===== config.mk =====
export PLATFORM = sky130hd
export DESIGN_NAME = draw_scheduler_flat
export DESIGN_NICKNAME = d
export VERILOG_FILES = /design/src/rtl/draw_scheduler_if.sv /design/src/rtl/draw_scheduler.sv /design/src/flat_wrapper.sv
export SDC_FILE = /design/constraint.sdc
export NUM_CORES = 1
export LEC_CHECK = 0
export BUFFER_PORTS_ARGS = -buffer_cell sky130_fd_sc_hd__buf_4
export CAP_MARGIN = 0
export CORE_MARGIN = 2
export CORE_UTILIZATION = 30
export DETAILED_ROUTE_END_ITERATION = 16
export SLEW_MARGIN = 30
export SYNTH_ARGS = -nofsm -noshare
export SYNTH_HDL_FRONTEND = slang
export SYNTH_SLANG_ARGS = --single-unit

===== constraint.sdc =====
create_clock -name CLOCK_50 -period 1.9 [get_ports CLOCK_50]
set_input_delay 0 -clock CLOCK_50 [delete_from_list [all_inputs] [get_ports CLOCK_50]]
set_output_delay 0 -clock CLOCK_50 [all_outputs]
set_load 0.005 [all_outputs]

===== src/rtl/draw_scheduler_if.sv =====
// draw_scheduler_if: request/acknowledge and drawer-control bundle between
// game logic (master) and the draw scheduler (slave).
interface draw_scheduler_if;
    logic [3:0] req;
    logic [7:0] req_pos;
    logic [3:0] ack;
    logic       busy;
    logic       drw_item;
    logic       drw_erase;
    logic [1:0] drw_position;
    logic       drw_go;

    modport master (
        output req, req_pos,
        input  ack, busy, drw_item, drw_erase, drw_position, drw_go
    );

    modport slave (
        input  req, req_pos,
        output ack, busy, drw_item, drw_erase, drw_position, drw_go
    );
endinterface


===== src/rtl/draw_scheduler.sv =====
// draw_scheduler: latches sprite requests from four game-logic requesters
// and serialises them onto the single shared drawer. Each operation gets a
// one-cycle go pulse, stable drawer inputs for the sprite length, and a
// one-cycle ack back to its requester.
// Optional macro DRAW_SCHED_RR_EN switches the grant from fixed priority
// (index 0 highest) to round-robin.
module draw_scheduler #(
    parameter int GARB_CYCLES  = 401,
    parameter int PRESS_CYCLES = 2401,
    parameter int CNT_W        = 12
) (
    input  logic            CLOCK_50,
    input  logic            reset,
    draw_scheduler_if.slave bus
);

    localparam logic [1:0] IDLE  = 2'd0;
    localparam logic [1:0] ISSUE = 2'd1;
    localparam logic [1:0] WAIT  = 2'd2;
    localparam logic [1:0] DONE  = 2'd3;

    localparam logic [CNT_W-1:0] GARB_LOAD  = CNT_W'(GARB_CYCLES - 1);
    localparam logic [CNT_W-1:0] PRESS_LOAD = CNT_W'(PRESS_CYCLES - 1);

    logic [1:0]       state;
    logic [3:0]       pending;
    logic [1:0]       pos_q [4];
    logic [CNT_W-1:0] count;
    logic [1:0]       grant_q;
    logic [3:0]       ack_q;
    logic             go_q;
    logic             item_q;
    logic             erase_q;
    logic [1:0]       position_q;

    logic             grant_valid;
    logic [1:0]       grant_idx;
    logic             grant_fire;

    assign grant_valid = |pending;
    assign grant_fire  = (state == IDLE) && grant_valid;

`ifdef DRAW_SCHED_RR_EN
    logic [1:0] rr_ptr;
    logic [1:0] cand;
    logic       found;

    // Round-robin pick: first pending index at or after the pointer, wrapping.
    always_comb begin
        grant_idx = rr_ptr;
        cand      = 2'd0;
        found     = 1'b0;
        for (int k = 0; k < 4; k++) begin
            cand = rr_ptr + 2'(k);
            if (!found && pending[cand]) begin
                grant_idx = cand;
                found     = 1'b1;
            end
        end
    end

    // Pointer moves just past whichever requester was granted.
    always_ff @(posedge CLOCK_50 or posedge reset) begin
        if (reset) begin
            rr_ptr <= 2'd0;
        end else if (grant_fire) begin
            rr_ptr <= grant_idx + 2'd1;
        end
    end
`else
    // Fixed priority pick: the lowest pending index wins.
    always_comb begin
        grant_idx = 2'd0;
        for (int k = 3; k >= 0; k--) begin
            if (pending[k]) begin
                grant_idx = 2'(k);
            end
        end
    end
`endif

    // Request latches: a new request always wins over the grant clear, and a
    // repeat request simply refreshes the stored position.
    always_ff @(posedge CLOCK_50 or posedge reset) begin
        if (reset) begin
            pending <= 4'd0;
            for (int k = 0; k < 4; k++) begin
                pos_q[k] <= 2'd0;
            end
        end else begin
            for (int k = 0; k < 4; k++) begin
                if (bus.req[k]) begin
                    pending[k] <= 1'b1;
                    pos_q[k]   <= bus.req_pos[2*k +: 2];
                end else if (grant_fire && (grant_idx == 2'(k))) begin
                    pending[k] <= 1'b0;
                end
            end
        end
    end

    // Operation sequencer: grant, pulse go, hold for the sprite length, ack.
    always_ff @(posedge CLOCK_50 or posedge reset) begin
        if (reset) begin
            state      <= IDLE;
            count      <= '0;
            grant_q    <= 2'd0;
            ack_q      <= 4'd0;
            go_q       <= 1'b0;
            item_q     <= 1'b0;
            erase_q    <= 1'b0;
            position_q <= 2'd0;
        end else begin
            ack_q <= 4'd0;
            go_q  <= 1'b0;
            case (state)
                IDLE: begin
                    if (grant_valid) begin
                        grant_q    <= grant_idx;
                        item_q     <= grant_idx[1];
                        erase_q    <= ~grant_idx[0];
                        position_q <= pos_q[grant_idx];
                        count      <= grant_idx[1] ? PRESS_LOAD : GARB_LOAD;
                        go_q       <= 1'b1;
                        state      <= ISSUE;
                    end
                end
                ISSUE: begin
                    if (count == '0) begin
                        ack_q <= 4'b0001 << grant_q;
                        state <= DONE;
                    end else begin
                        state <= WAIT;
                    end
                end
                WAIT: begin
                    count <= count - CNT_W'(1);
                    if (count == CNT_W'(1)) begin
                        ack_q <= 4'b0001 << grant_q;
                        state <= DONE;
                    end
                end
                default: begin
                    state <= IDLE;
                end
            endcase
        end
    end

    assign bus.ack          = ack_q;
    assign bus.busy         = (state != IDLE);
    assign bus.drw_go       = go_q;
    assign bus.drw_item     = item_q;
    assign bus.drw_erase    = erase_q;
    assign bus.drw_position = position_q;

endmodule


===== src/flat_wrapper.sv =====
// flat-port wrapper written by rule: the top's interface ports become plain ports
module draw_scheduler_flat 
#(
    parameter int GARB_CYCLES  = 401,
    parameter int PRESS_CYCLES = 2401,
    parameter int CNT_W        = 12
)
  (CLOCK_50, reset, bus_req, bus_req_pos, bus_ack, bus_busy, bus_drw_item, bus_drw_erase, bus_drw_position, bus_drw_go);
  draw_scheduler_if bus_i ();
  input  logic CLOCK_50;
  input  logic reset;
  input wire logic [$bits(bus_i.req)-1:0] bus_req;
  input wire logic [$bits(bus_i.req_pos)-1:0] bus_req_pos;
  output wire logic [$bits(bus_i.ack)-1:0] bus_ack;
  output wire logic [$bits(bus_i.busy)-1:0] bus_busy;
  output wire logic [$bits(bus_i.drw_item)-1:0] bus_drw_item;
  output wire logic [$bits(bus_i.drw_erase)-1:0] bus_drw_erase;
  output wire logic [$bits(bus_i.drw_position)-1:0] bus_drw_position;
  output wire logic [$bits(bus_i.drw_go)-1:0] bus_drw_go;
  assign bus_i.req = bus_req;
  assign bus_i.req_pos = bus_req_pos;
  assign bus_ack = bus_i.ack;
  assign bus_busy = bus_i.busy;
  assign bus_drw_item = bus_i.drw_item;
  assign bus_drw_erase = bus_i.drw_erase;
  assign bus_drw_position = bus_i.drw_position;
  assign bus_drw_go = bus_i.drw_go;
  draw_scheduler #(.GARB_CYCLES(GARB_CYCLES), .PRESS_CYCLES(PRESS_CYCLES), .CNT_W(CNT_W)) u_core (.CLOCK_50(CLOCK_50), .reset(reset), .bus(bus_i));
endmodule

; After elaboration in Yosys (flattened, before gate mapping)
; Cells that the tools add are included.
[classes]
n_addsub = 1
order_cmp = 1
eq_ne = 8
shifts = 1
n_mux = 27
bitwise_logic = 2
n_reduce_logical = 18
[ops]
columns = cell, n
row1 = $mux W12, 2
row2 = $pmux W12 S2, 1
row3 = $mux W2, 8
row4 = $eq A12 B1 Y1 const B, 1
row5 = $logic_not A12 Y1, 1
row6 = $reduce_bool A2 Y1, 6
row7 = $sub A12 B1 Y12 const B, 1
row8 = $mux W1, 11
row9 = $mux W4, 2
row10 = $pmux W4 S2, 1
row11 = $eq A2 B2 Y1 const B, 3
row12 = $pmux W2 S3, 1
row13 = $reduce_and A2 Y1, 3
row14 = $logic_and A1 B1 Y1, 5
row15 = $bmux W2 S2, 1
row16 = $eq A2 B1 Y1 const B, 2
row17 = $logic_not A2 Y1, 2
row18 = $ne A2 B1 Y1 const B, 2
row19 = $reduce_or A4 Y1, 1
row20 = $shl A1 B2 Y4 const A, 1
row21 = $ge A3 B3 Y1 const B, 1
row22 = $not A2 Y3, 1
row23 = $not A1 Y1, 1
[totals]
reg_bits = 37
inputBits = 14

; Logic depth before layout (Yosys ltp)
[depth]
word_depth = 8
depth_mapped = 8
ltp_nobuf = 6

; Least setup slack after synthesis
; No wires, ideal clock.
[synth_timing]
kind = register to register
startpoint = register u_core.state[0]
endpoint = register u_core.count[8]
setup_ns = 0.132
arrival_time_ns = 1.892
t_required_ns = 1.768
path_slack_ns = -0.123
stages_incl_launch_ff = 9
n_path_buf = 2
period_less_slack_ns = 2.023
cell_sequence = dfrtp_1 -> inv_1 -> ha_1 -> buf_4 -> or3b_1 -> buf_4 -> o211ai_1 -> nor3_1 -> or3b_1
[synth_between]
elab_chain_len = 3
[synth_lines]
columns = item, line_no
row1 = start: declaration, draw_scheduler.sv:25  ; logic [1:0] state;
row2 = start signal: assignment, draw_scheduler.sv:105  ; state <= IDLE;
row3 = start signal: assignment, draw_scheduler.sv:125  ; state <= ISSUE;
row4 = start signal: assignment, draw_scheduler.sv:131  ; state <= DONE;
row5 = $logic_not A2 Y1 or $eq A2 B2 Y1 (tied branches), draw_scheduler.sv:116  ; case (state)
row6 = $ne A2 B1 Y1 (no source line) or $reduce_bool A2 Y1 (tied branches), n/a
row7 = $reduce_and A2 Y1 (no source line), n/a
row8 = end signal: assignment, draw_scheduler.sv:123  ; count <= grant_idx[1] ? PRESS_LOAD : GARB_LOAD;
row9 = end signal: assignment, draw_scheduler.sv:137  ; count <= count - CNT_W'(1);
row10 = end: declaration, draw_scheduler.sv:28  ; logic [CNT_W-1:0] count;
; Parallel ways exist; a longest one is shown, timed or not.
; A chain may end at the register's enable or synchronous reset.

; Final worst setup path
[layout_timing]
startpoint = register u_core.count[0]
endpoint = register u_core.count[9]
[layout_between]
elab_chain_len = 2
[layout_lines]
columns = item, line_no
row1 = $sub A12 B1 Y12, draw_scheduler.sv:137
row2 = $pmux W12 S2, draw_scheduler.sv:116
; No other way between the ends.

==> metrics.yaml <==
cts_tree: "yes"
crit_path_cell_trace: "or4_4 -> or2_4 -> or3_1 -> a21oi_1"
die-area_um2: 6712
rsz0062_at_grt: "false"
placed_cell_area_um2: 2191
worstPathRequired_ns: 2.12
met3_length_um: 140
switching_share_pct: 20.62
finalWirelength_mm: 3.898
drt_first_pass_iters: 4
fmax_mhz: 550.0
holdWs_ns: 0.3625
ff_latch_area_um2: 902.1
synth_top_area_cell: "dfrtp_1"
detail-route-antenna-nets: 0
relSlewSlack_pct: 69.11
ys_seq_area_share_pct: 49.45
async_flop_share_pct: 100.0
period_minus_slack_ns: 1.818
status: "completed"
p_comb_share_pct: 6.4
path_max_fanout: 6
final_cells: 312
cts_sinks: 36
vias_per_cell: 4.837
start_util_pct: 30.95
seqPwrFrac_pct: 51.2
drive_gt1_share_pct: 30.80
track_usage_pct: 13.13
antenna_cells: 0
cts_buffers: 5
cap_violations: 0
p_switching_mw: 0.3222
hpwl_mm: 2.780
grt_overflow: 0
cts-root-buf: "clkbuf_8"
startpoint_type: "register"
multi_input_area_um2: 884.6
cts.clk_slew.worst_paths_ns: 0.07
synth_top_area_share_pct: 49.45
first_iter_violations: 76
routed.top_layer: "met4"
place.gp.congestion: 0.8010
nets: 257
worst_path_max_delay_cell: "or4_4"
cpPeakStageDelay_ns: 0.57
rows: 28
critPathKind: "register to register"
arrival_ns: 2.04
worstMarginPinSlew_ns: 0.4634
synth-seq-cells: 36
num_io_pins: 24
grt_pass1_vias: 1504
hold_viol_final: 0
worstSkewPairLatency_ns: 0.29
synthCells: 178
p_leak_nw: 1.053
antenna_found_initial: 0
dp_cells: 288
areaGrowthSynthToFinish_pct: 35.65
die_w_um: 81.93
yosys-top-cells-area: "dfrtp_1 (49%), mux2_2 (6.8%), o21ai_0 (5.2%)"
drc: 0
die_h_um: 81.93
min_path_type: "input port to asynchronous set/reset pin"
grt_max_degree: 37
grt_pass1_wl_mm: 6.755
io_buffers: 23
cts_max_level: 2
met1_length_mm: 1.763
synth_edf_count: 0
wl_per_cell_um: 12.49
yosys_warnings: 0
synth_area_um2: 1822
slew_violations: 0
fin_area_um2: 2471
yosys_most_used_dff: "dfrtp_1"
core_um2: 5886
vias: 1509
p_int_mw: 1.240
power.density_nw_per_um2: 632.1
ir_worst_vdd_mv: 0.3499
synth_cell_types: 37
syn_area_per_cell_um2: 10.23
finalCritPeriodShare_pct: 95.69
worst_setup_path_end_kind: "register"
skew_ns: 0.005404
clockPowerShare_pct: 42.4
synth_fp_nets: 199
p_total_mw: 1.562
wl_met2_mm: 1.943
fillers: 583
cts_buffer_depth: 2
setup_violations: 0
[placed cells by master, fill, tap and decap left out, drive strengths merged, types with 3 or more instances in the layout]
cell / instances
buf: 42
dfrtp: 36
o21ai: 19
nor2: 14
dlygate4sd3: 13
a21oi: 11
mux2: 11
nand2: 10
inv: 10
ha: 7
clkbuf: 6
nor2b: 5
nor3: 5
or2: 4
nor3b: 4
a21o: 3
o211ai: 3
or3: 3
or3b: 3
[area by class of cell]
class,instances,share of cell area (%)
sequential,36,36.51
timing repair buffer,55,18.03
clock inverter,2,1.418
clock buffer,6,2.937
inverter,10,1.519
multi-input combinational,128,35.80
tap,75,3.797
[worst max-delay path, delay by kind of cell, from the launching register on]
kind	cells	cell delay, ns
AOI/OAI and AO/OA	1	0.14
DFF	1	0.44
and+or+nand+nor	3	1.17
[worst paths after layout]
| path | start | to | slack (ns) | depth (start not counted) |
|---|---|---|---|---|
| setup / recovery | u_core.count[0] | u_core.count[9] | 0.08 | 4 |
| hold / removal | reset | u_core.pos_q[3] | 0.36 | 4 |
| setup reg to reg | u_core.count[0] | u_core.count[9] | 0.08 | 4 |
| hold reg to reg | u_core.grant_q[0] | u_core.bus.ack[2] | 0.51 | 1 |
| max in group asynchronous | reset | u_core.count[0] | 1.19 | 4 |
| min in group CLOCK_50 | bus_req[0] | u_core.pending[0] | 0.46 | 3 |
[cell usage after synthesis, types with 2 or more instances]
master and instances:
dfrtp_1 36, ha_1 7, nor3_1 5, nand2b_1 2, nand2_1 10, o211ai_1 3, or3b_1 2, clkbuf_1 2
a21oi_1 11, or3_1 3, o31ai_1 2, buf_4 2, a21o_1 3, inv_1 10, a41oi_1 2, nand4_1 2
xor2_1 2, nor2b_1 5, nor4_1 2, nor2_1 14, mux2_2 11, and2_1 2, o21a_1 2, nor3b_1 4
a22o_1 2, o21ai_0 19, or2_2 3
[flip-flops by register name, summed over array words and instances (netlist names)]
name,count
u_core.count,12
u_core.pos_q,8
u_core.bus.ack,4
u_core.pending,4
u_core.bus.drw_position,2
u_core.state,2
u_core.bus.drw_erase,1
u_core.bus.drw_go,1
u_core.bus.drw_item,1
u_core.grant_q,1
[metal layers]
layer	track usage (%)	vias up
li1	-	757
met5	0	-
met3	3.516	5
met1	16.29	727
met4	4.000	0
met2	22.28	20
[stage by stage]
| step | utilization (%) | setup TNS (ns) | setup slack [ns] |
|---|---|---|---|
| global placement | 37.22 | 0 | 0.09926 |
| detailed placement | 37.22 | 0 | 0.05086 |
| global route | 41.99 | 0 | 0.002288 |
| floorplan | - | -0.1223 | -0.1223 |
| CTS | 41.26 | 0 | 0.04528 |
| finish | 41.99 | 0 | 0.08194 |
[cells by family (layout without fill, tap and decap cells)]
kind of cell             Yosys count  count (layout)  share of synthesized area [%]
AND/OR/NAND/NOR                   59              60                          17.58
AO/OA/AOI/OAI                     47              47                          15.59
adder cells (fa/ha/maj)            7               7                          4.807
flip-flops                        36              36                          49.45
XOR/XNOR                           2               2                         0.9617
buffers and inverters             15              73                          3.571
multiplexers                      12              12                          8.036
[power by group through the flow]
stage               clock network [mW]  logic (mW)  registers (mW)
floorplan                            0      0.0409           0.812
global placement                     0      0.0802           0.814
detailed placement                   0      0.0819           0.815
CTS                              0.683       0.103           0.800
global route                     0.718       0.113           0.803
finish                           0.662      0.0999           0.800
[repair_timing]
action,in CTS,in global routing
resized for setup,0,6
hold buffers,13,0
endpoints found under the setup margin,0,6
buffers inserted,0,2
endpoints found under the hold margin,48,0
Note: power is estimated with default switching activity, not from simulation.
